--- config.mk ---
export PLATFORM = sky130hd
export DESIGN_NAME = riscv_trap_ctrl_flat
export DESIGN_NICKNAME = d
export VERILOG_FILES = /design/src/rtl/riscv_trap_ctrl_if.sv /design/src/rtl/riscv_trap_ctrl.sv /design/src/flat_wrapper.sv
export SDC_FILE = /design/constraint.sdc
export NUM_CORES = 1
export LEC_CHECK = 0
export CELL_PAD_IN_SITES_DETAIL_PLACEMENT = 0
export CELL_PAD_IN_SITES_GLOBAL_PLACEMENT = 1
export CORE_ASPECT_RATIO = 1.1
export CORE_MARGIN = 2
export CORE_UTILIZATION = 30
export CTS_CLUSTER_DIAMETER = 80
export DETAILED_ROUTE_END_ITERATION = 16
export PLACE_DENSITY = 0.86
export SYNTH_ARGS = -nofsm -noshare
export SYNTH_HDL_FRONTEND = slang
export SYNTH_SLANG_ARGS = --single-unit
--- constraint.sdc ---
create_clock -name clk -period 2.4 [get_ports clk]
set_input_delay 0.24 -clock clk [delete_from_list [all_inputs] [get_ports clk]]
set_output_delay 0.24 -clock clk [all_outputs]
set_load 0.005 [all_outputs]
--- src/rtl/riscv_trap_ctrl_if.sv ---
// Bus bundle between the pipeline (master) and the trap controller (slave).
// The nmi/mnmivec signals exist only when RISCV_NMI_EN is defined.
interface riscv_trap_ctrl_if #(
   parameter int XLEN = 32
);
   // Pipeline event inputs
   logic            exc_valid;
   logic [3:0]      exc_cause;
   logic [XLEN-1:0] exc_pc;
   logic [XLEN-1:0] exc_tval;
   logic            mret_valid;
   logic [11:0]     irq_pending;
`ifdef RISCV_NMI_EN
   logic            nmi;
   logic [XLEN-1:0] mnmivec;
`endif

   // Current architectural state
   logic            mstatus_mie;
   logic            mstatus_mpie;
   logic [1:0]      mstatus_mpp;
   logic [1:0]      priv;
   logic [XLEN-1:0] mtvec;
   logic [XLEN-1:0] mepc;

   // Handshakes and CSR write-back
   logic            evt_ready;
   logic            flush;
   logic            drained;
   logic            csr_we;
   logic [XLEN-1:0] mepc_d;
   logic [XLEN-1:0] mcause_d;
   logic [XLEN-1:0] mtval_d;
   logic            mie_d;
   logic            mpie_d;
   logic [1:0]      mpp_d;
   logic [1:0]      priv_d;
   logic            redir_valid;
   logic [XLEN-1:0] redir_pc;
   logic            redir_ready;

   modport slave (
      input
`ifdef RISCV_NMI_EN
         nmi, mnmivec,
`endif
         exc_valid, exc_cause, exc_pc, exc_tval, mret_valid, irq_pending,
         mstatus_mie, mstatus_mpie, mstatus_mpp, priv, mtvec, mepc,
         drained, redir_ready,
      output
         evt_ready, flush, csr_we, mepc_d, mcause_d, mtval_d,
         mie_d, mpie_d, mpp_d, priv_d, redir_valid, redir_pc
   );

   modport master (
      output
`ifdef RISCV_NMI_EN
         nmi, mnmivec,
`endif
         exc_valid, exc_cause, exc_pc, exc_tval, mret_valid, irq_pending,
         mstatus_mie, mstatus_mpie, mstatus_mpp, priv, mtvec, mepc,
         drained, redir_ready,
      input
         evt_ready, flush, csr_we, mepc_d, mcause_d, mtval_d,
         mie_d, mpie_d, mpp_d, priv_d, redir_valid, redir_pc
   );
endinterface

--- src/rtl/riscv_trap_ctrl.sv ---
// Machine-mode trap controller: accepts an exception, MRET, interrupt (or
// NMI when RISCV_NMI_EN is defined), flushes the pipeline, issues a single
// CSR write strobe and then redirects fetch.
// Sequence: IDLE -> DRAIN (flush until drained) -> COMMIT (csr_we) -> REDIR.
// PC_INIT is the redirect target whenever no trap vector applies (the NMI
// slot in builds without RISCV_NMI_EN).
module riscv_trap_ctrl #(
   parameter int              XLEN    = 32,
   parameter logic [XLEN-1:0] PC_INIT = 'h200
) (
   input logic               clk,
   input logic               rstn,
   riscv_trap_ctrl_if.slave  bus
);

   if (XLEN != 32 && XLEN != 64) begin : g_bad_xlen
      $error("riscv_trap_ctrl: XLEN must be 32 or 64");
   end

   localparam logic [1:0]  PRV_U    = 2'd0;
   localparam logic [1:0]  PRV_M    = 2'd3;
   // Implemented interrupt bits: USI SSI MSI UTI STI MTI UEI SEI MEI
   localparam logic [11:0] IRQ_MASK = 12'hBBB;

   typedef enum logic [1:0] {S_IDLE, S_DRAIN, S_COMMIT, S_REDIR} state_t;
   typedef enum logic [1:0] {EV_EXC, EV_MRET, EV_IRQ, EV_NMI}     event_t;

   state_t          state_q, state_d;
   event_t          ev_q, ev_sel;
   logic            evt_take;
   logic            nmi_req;
   logic [11:0]     irq_live;
   logic            irq_take;
   logic [3:0]      irq_cause;
   logic [3:0]      cause_q;
   logic [XLEN-1:0] pc_q, tval_q;
   logic [XLEN-1:0] target_q, target_d;
   logic [XLEN-1:0] vec_base;
   logic [XLEN-1:0] mcause_val;

`ifdef RISCV_NMI_EN
   assign nmi_req = bus.nmi;
`else
   assign nmi_req = 1'b0;
`endif

   assign irq_live = bus.irq_pending & IRQ_MASK;
   assign irq_take = (irq_live != '0) && ((bus.priv < PRV_M) || bus.mstatus_mie);
   assign vec_base = {bus.mtvec[XLEN-1:2], 2'b00};

   // Highest-priority pending interrupt: MEI MSI MTI SEI SSI STI UEI USI UTI
   always_comb begin
      // NOTE: every variable written here gets a default first; a path that
      // leaves one unassigned would infer a latch.
      irq_cause = 4'd0;
      if      (irq_live[11]) irq_cause = 4'd11;
      else if (irq_live[3])  irq_cause = 4'd3;
      else if (irq_live[7])  irq_cause = 4'd7;
      else if (irq_live[9])  irq_cause = 4'd9;
      else if (irq_live[1])  irq_cause = 4'd1;
      else if (irq_live[5])  irq_cause = 4'd5;
      else if (irq_live[8])  irq_cause = 4'd8;
      else if (irq_live[0])  irq_cause = 4'd0;
      else if (irq_live[4])  irq_cause = 4'd4;
   end

   // Event arbitration: NMI > exception > MRET > interrupt
   always_comb begin
      ev_sel   = EV_EXC;
      evt_take = 1'b1;
      if      (nmi_req)        ev_sel = EV_NMI;
      else if (bus.exc_valid)  ev_sel = EV_EXC;
      else if (bus.mret_valid) ev_sel = EV_MRET;
      else if (irq_take)       ev_sel = EV_IRQ;
      else                     evt_take = 1'b0;
   end

   // Redirect target, evaluated in COMMIT and frozen for the REDIR phase
   always_comb begin
      target_d = PC_INIT;
      case (ev_q)
         EV_EXC:  target_d = vec_base;
         EV_IRQ:  target_d = (bus.mtvec[1:0] == 2'b01)
                             ? vec_base + XLEN'({cause_q, 2'b00})
                             : vec_base;
         EV_MRET: target_d = bus.mepc;
`ifdef RISCV_NMI_EN
         EV_NMI:  target_d = bus.mnmivec;
`else
         EV_NMI:  target_d = PC_INIT;
`endif
         default: target_d = PC_INIT;
      endcase
   end

   // State register
   always_ff @(posedge clk or negedge rstn) begin
      // NOTE: sequential state uses non-blocking assignments so every flop
      // samples pre-edge values regardless of statement order.
      if (!rstn) state_q <= S_IDLE;
      else       state_q <= state_d;
   end

   // Next-state logic
   always_comb begin
      state_d = state_q;
      case (state_q)
         S_IDLE:   if (evt_take)        state_d = S_DRAIN;
         S_DRAIN:  if (bus.drained)     state_d = S_COMMIT;
         S_COMMIT:                      state_d = S_REDIR;
         S_REDIR:  if (bus.redir_ready) state_d = S_IDLE;
         default:                       state_d = S_IDLE;
      endcase
   end

   // Event capture in IDLE and redirect-target capture in COMMIT
   always_ff @(posedge clk or negedge rstn) begin
      if (!rstn) begin
         ev_q     <= EV_EXC;
         cause_q  <= '0;
         pc_q     <= '0;
         tval_q   <= '0;
         target_q <= '0;
      end else begin
         if (state_q == S_IDLE && evt_take) begin
            ev_q    <= ev_sel;
            pc_q    <= bus.exc_pc;
            cause_q <= (ev_sel == EV_IRQ) ? irq_cause :
                       (ev_sel == EV_EXC) ? bus.exc_cause : 4'd0;
            tval_q  <= (ev_sel == EV_EXC) ? bus.exc_tval : '0;
         end
         if (state_q == S_COMMIT) target_q <= target_d;
      end
   end

   // Trap cause: interrupt flag in the MSB, cause code in the low bits
   always_comb begin
      mcause_val           = XLEN'(cause_q);
      mcause_val[XLEN-1]   = (ev_q != EV_EXC);
   end

   // Outputs decoded from the current state
   always_comb begin
      bus.evt_ready   = 1'b0;
      bus.flush       = 1'b0;
      bus.csr_we      = 1'b0;
      bus.mepc_d      = '0;
      bus.mcause_d    = '0;
      bus.mtval_d     = '0;
      bus.mie_d       = 1'b0;
      bus.mpie_d      = 1'b0;
      bus.mpp_d       = PRV_U;
      bus.priv_d      = PRV_U;
      bus.redir_valid = 1'b0;
      bus.redir_pc    = '0;
      case (state_q)
         S_IDLE:  bus.evt_ready = 1'b1;
         S_DRAIN: bus.flush     = 1'b1;
         S_COMMIT: begin
            bus.csr_we = 1'b1;
            if (ev_q == EV_MRET) begin
               // mepc passes through unchanged; mcause/mtval are not updated
               bus.mepc_d = bus.mepc;
               bus.mie_d  = bus.mstatus_mpie;
               bus.mpie_d = 1'b1;
               bus.priv_d = bus.mstatus_mpp;
               bus.mpp_d  = PRV_U;
            end else begin
               bus.mepc_d   = {pc_q[XLEN-1:2], 2'b00};
               bus.mcause_d = mcause_val;
               bus.mtval_d  = tval_q;
               bus.mie_d    = 1'b0;
               bus.mpie_d   = bus.mstatus_mie;
               bus.mpp_d    = bus.priv;
               bus.priv_d   = PRV_M;
            end
         end
         S_REDIR: begin
            bus.redir_valid = 1'b1;
            bus.redir_pc    = target_q;
         end
         default: ;
      endcase
   end

endmodule

--- src/flat_wrapper.sv ---
// flat-port wrapper written by rule: the top's interface ports become plain ports
module riscv_trap_ctrl_flat 
#(
   parameter int              XLEN    = 32,
   parameter logic [XLEN-1:0] PC_INIT = 'h200
)
  (clk, rstn, bus_exc_valid, bus_exc_cause, bus_exc_pc, bus_exc_tval, bus_mret_valid, bus_irq_pending, bus_mstatus_mie, bus_mstatus_mpie, bus_mstatus_mpp, bus_priv, bus_mtvec, bus_mepc, bus_drained, bus_redir_ready, bus_evt_ready, bus_flush, bus_csr_we, bus_mepc_d, bus_mcause_d, bus_mtval_d, bus_mie_d, bus_mpie_d, bus_mpp_d, bus_priv_d, bus_redir_valid, bus_redir_pc);
  riscv_trap_ctrl_if #(.XLEN(XLEN)) bus_i ();
  input logic clk;
  input logic rstn;
  input wire logic [$bits(bus_i.exc_valid)-1:0] bus_exc_valid;
  input wire logic [$bits(bus_i.exc_cause)-1:0] bus_exc_cause;
  input wire logic [$bits(bus_i.exc_pc)-1:0] bus_exc_pc;
  input wire logic [$bits(bus_i.exc_tval)-1:0] bus_exc_tval;
  input wire logic [$bits(bus_i.mret_valid)-1:0] bus_mret_valid;
  input wire logic [$bits(bus_i.irq_pending)-1:0] bus_irq_pending;
  input wire logic [$bits(bus_i.mstatus_mie)-1:0] bus_mstatus_mie;
  input wire logic [$bits(bus_i.mstatus_mpie)-1:0] bus_mstatus_mpie;
  input wire logic [$bits(bus_i.mstatus_mpp)-1:0] bus_mstatus_mpp;
  input wire logic [$bits(bus_i.priv)-1:0] bus_priv;
  input wire logic [$bits(bus_i.mtvec)-1:0] bus_mtvec;
  input wire logic [$bits(bus_i.mepc)-1:0] bus_mepc;
  input wire logic [$bits(bus_i.drained)-1:0] bus_drained;
  input wire logic [$bits(bus_i.redir_ready)-1:0] bus_redir_ready;
  output wire logic [$bits(bus_i.evt_ready)-1:0] bus_evt_ready;
  output wire logic [$bits(bus_i.flush)-1:0] bus_flush;
  output wire logic [$bits(bus_i.csr_we)-1:0] bus_csr_we;
  output wire logic [$bits(bus_i.mepc_d)-1:0] bus_mepc_d;
  output wire logic [$bits(bus_i.mcause_d)-1:0] bus_mcause_d;
  output wire logic [$bits(bus_i.mtval_d)-1:0] bus_mtval_d;
  output wire logic [$bits(bus_i.mie_d)-1:0] bus_mie_d;
  output wire logic [$bits(bus_i.mpie_d)-1:0] bus_mpie_d;
  output wire logic [$bits(bus_i.mpp_d)-1:0] bus_mpp_d;
  output wire logic [$bits(bus_i.priv_d)-1:0] bus_priv_d;
  output wire logic [$bits(bus_i.redir_valid)-1:0] bus_redir_valid;
  output wire logic [$bits(bus_i.redir_pc)-1:0] bus_redir_pc;
  assign bus_i.exc_valid = bus_exc_valid;
  assign bus_i.exc_cause = bus_exc_cause;
  assign bus_i.exc_pc = bus_exc_pc;
  assign bus_i.exc_tval = bus_exc_tval;
  assign bus_i.mret_valid = bus_mret_valid;
  assign bus_i.irq_pending = bus_irq_pending;
  assign bus_i.mstatus_mie = bus_mstatus_mie;
  assign bus_i.mstatus_mpie = bus_mstatus_mpie;
  assign bus_i.mstatus_mpp = bus_mstatus_mpp;
  assign bus_i.priv = bus_priv;
  assign bus_i.mtvec = bus_mtvec;
  assign bus_i.mepc = bus_mepc;
  assign bus_i.drained = bus_drained;
  assign bus_i.redir_ready = bus_redir_ready;
  assign bus_evt_ready = bus_i.evt_ready;
  assign bus_flush = bus_i.flush;
  assign bus_csr_we = bus_i.csr_we;
  assign bus_mepc_d = bus_i.mepc_d;
  assign bus_mcause_d = bus_i.mcause_d;
  assign bus_mtval_d = bus_i.mtval_d;
  assign bus_mie_d = bus_i.mie_d;
  assign bus_mpie_d = bus_i.mpie_d;
  assign bus_mpp_d = bus_i.mpp_d;
  assign bus_priv_d = bus_i.priv_d;
  assign bus_redir_valid = bus_i.redir_valid;
  assign bus_redir_pc = bus_i.redir_pc;
  riscv_trap_ctrl #(.XLEN(XLEN), .PC_INIT(PC_INIT)) u_core (.clk(clk), .rstn(rstn), .bus(bus_i));
endmodule
==> key figures <==
Floorplanning
  • Core area: approximately 21000 um^2
  • I/O pins: between 200 and 300
  • Die Y: between 150 and 200 um
  • Die Width: roughly 140 um
  • Starting density of the core: a little under a third
  • Row count: 56
  • Die area: 22480 um^2

Min path
  • HP Start: bus_exc_tval[15]
  • HP Class: primary input to flop

Flow run
  • Max Cap Viol: 0

Timing
  • Period minus WS final: between 2000 and 2500 ps
  • Hold Vio Cnt, Final: 0
  • Final setup margin: 84.96 ps
  • Setup Viol. Count Final: 0
  • Relative slew slack: between 40% and 50%
  • Final Cycle Share: a little over nine tenths
  • Fin. max-slew vios: 0
  • Clk_skew: roughly 9.5 ps
  • Fmax: between 400 and 500 MHz
  • RSZ-0062 raised after global routing: no
  • Worst-Margin Slew: a little under 800 ps

GRT
  • Vias in the first global route: about 6300
  • Grt ovf: 0
  • Antenna violations before repair: 0
  • Met1 GRT Util: about a quarter
  • GRT Util Overall: between 20% and 30%
  • First-pass GRT wire length: approximately 36000 um
  • Met3 usage: 5.598%
  • GR peak layer: met2
  • Largest net degree at the start of global routing: 71
  • Met2 Resource Use GR: around a third

Setup path
  • Crit path DAT: between 2000 and 2500 ps
  • Max Fanout on Critical Path: 63
  • Worst EP required: roughly 2200 ps
  • Worst r2r src: u_core.cause_q[3]
  • Critical Setup Path Class: flop to output pin
  • Worst path slowest cell: clkdlybuf4s50_1
  • Critical path's largest stage delay: ~490 ps
  • Crit end category: output pin
  • Cell Chain, Critical Path: inv_2, ha_4, buf_16, and3_4, clkdlybuf4s50_1
  • Setup crit start kind: flop
  • Crit path launch: u_core.state_q[0]

Logic synthesis
  • Post-synth ARST share: between 90% and 100%
  • Register bit count reported by yosys: 102
  • YS warnings: 0
  • Mean Syn Cell Area: ~9 um^2
  • Number of flops mapped to enable cells by yosys: 0
  • Register area share after synthesis: between 30% and 40%
  • Synth cell types: 53
  • Post-synthesis cell area: roughly 6400 um^2
  • Post-synth top flop: dfrtp_1
  • Post-Syn Instances: ~700

Power
  • LEAKAGE: between 4 and 5 nW
  • P per Cell Area: approximately 1100 nW/um^2
  • Maximum vdd drop: roughly 0.00053 V

Layout
  • Syn-to-layout area delta: 58.43%
  • Layout cells sized above 1: a little over an eighth
  • Final cell count without fillers: ~1300
  • Most frequent cells in the layout: clkdlybuf4s50_1, dfrtp_1, nand2_1
  • Final nets: about 1200
  • Commonest non-fill, non-tap cell in the layout: clkdlybuf4s50_1

Placed design
  • Gpl congestion: about 0.85
  • DP HPWL: roughly 18000 um
  • Post-Place Setup Slack: -167.5 ps
  • IO buf count: between 200 and 300
  • Cells after DPL: ~1300

CTS
  • CTS Sinks: slightly above 100
  • Total CTS buffers: 9
  • Worst-path clk slew: about 80 ps
  • CTS tree: built
  • Worst-Skew Late Latency: 360 ps
  • Clock tree buffer depth: 2
  • H-tree depth: 3
  • Root buf cell: clkbuf_16

Detailed routing
  • Via count: ~6400
  • Starting DRT DRC Count: between 200 and 300
  • Post-route ant nets: 0
  • Post-route DRC: 0
  • Detailed Route WL: around 25000 um
  • First drt pass iteration count: 4
  • Vias/cell: between 4 and 5
  • Avg WL per Cell: approximately 19 um

Run status
  • Status: completed
==> power breakdown <==
part | switching [mW] | leakage, nW | internal (mW) | total, mW
Combinational | 2.79 | 3.02 | 3.30 | 6.09
Sequential | 0.507 | 1.24 | 2.58 | 3.09
Clock | 0.756 | 0.139 | 0.731 | 1.49
Total | 4.05 | 4.40 | 6.61 | 10.7
==> synth_stat cells, drive strengths merged, types with 10 or more instances <==
library cell	instances	share of area, %
a21oi	47	3.7
a22o	32	4.4
and2	35	3.4
and3	46	4.5
buf	37	4.0
clkbuf	44	2.6
dfrtp	102	40
inv	11	0.65
mux2	32	5.6
mux2i	32	5.0
nand2	84	4.9
nand3	10	0.86
nor2	31	1.8
nor3	10	0.78
o21ai	21	1.6
o221ai	13	1.8
xnor2	14	1.9
==> through the flow <==
step / hold slack [ps] / instance area (um^2) / TNS, ps / utilization (%) / power, mW
after floorplan: -55.59 / 6487 / 0 / - / 6.070
after global routing: 474.5 / 10120 / 0 / 47.99 / 11.43
after global placement: 349.3 / 9712 / -629.3 / 46.05 / 8.989
final: 467.9 / 10120 / 0 / 48.00 / 10.66
after detailed placement: 358.7 / 9712 / -1324 / 46.05 / 9.071
after CTS: 454.2 / 10020 / 0 / 47.53 / 10.61
==> final cells by class <==
type | instances | area (um^2)
fillers | 1978 | 10970
multi-input cells | 534 | 3518
repair buffers | 336 | 3352
flip-flops and latches | 102 | 2554
well taps | 290 | 362.8
clock buffers | 9 | 225.2
clock inverters | 7 | 67.56
inverters | 11 | 41.29
diodes | 1 | 2.502
==> metal layers <==
layer / part of all wire (%) / vias up / wire (um)
li1: - / 3049 / -
met1: 41 / 3074 / 10190
met2: 48 / 281 / 11900
met3: 8.5 / 23 / 2113
met4: 2.2 / 0 / 541
met5: 0 / - / 0
==> path summary, 6_finish.rpt <==
| check | endpoint | slack (ps) | cells after the start |
|---|---|---|---|
| hold / removal | u_core.tval_q[15] | 470 | 2 |
| setup / recovery | bus_mtval_d[26] | 80 | 5 |
| min in group asynchronous | u_core.target_q[16] | 500 | 2 |
| max in group asynchronous | u_core.ev_q[0] | 1210 | 3 |
| hold reg to reg | u_core.target_q[1] | 480 | 1 |
| setup reg to reg | u_core.target_q[31] | 140 | 7 |
==> state kept, by name (all words and copies together), names as in the netlist <==
signal,cells
u_core.state_q,2
u_core.cause_q,4
u_core.target_q,32
u_core.pc_q,30
u_core.tval_q,32
u_core.ev_q,2
==> cells by family after synthesis <==
group                      Yosys count  synth area share (%)
muxes                               64                 10.65
xor gates and xnor gates            15                 2.056
and+or+nand+nor                    262                 21.30
AOI/OAI and AO/OA                  157                 16.90
buffers and inverters               92                 7.206
DFF                                102                 39.95
adders and majority gates            9                 1.880
other                                1               0.05869
==> worst max-delay path, delay by kind of cell (launching register included) <==
family	cells	cell delay, ps
simple gates	1	230
fa+ha+maj	1	200
flops	1	410
buf+inv	3	840
==> what timing repair did <==
item / CTS / global route
buffers inserted: 0 / 1
hold buffers: 1 / 0
resized for setup: 2 / 8
cloned: 0 / 2
endpoints found under the setup margin: 22 / 43
endpoints found under the hold margin: 50 / 0
Power figures use the tool's default switching activity.
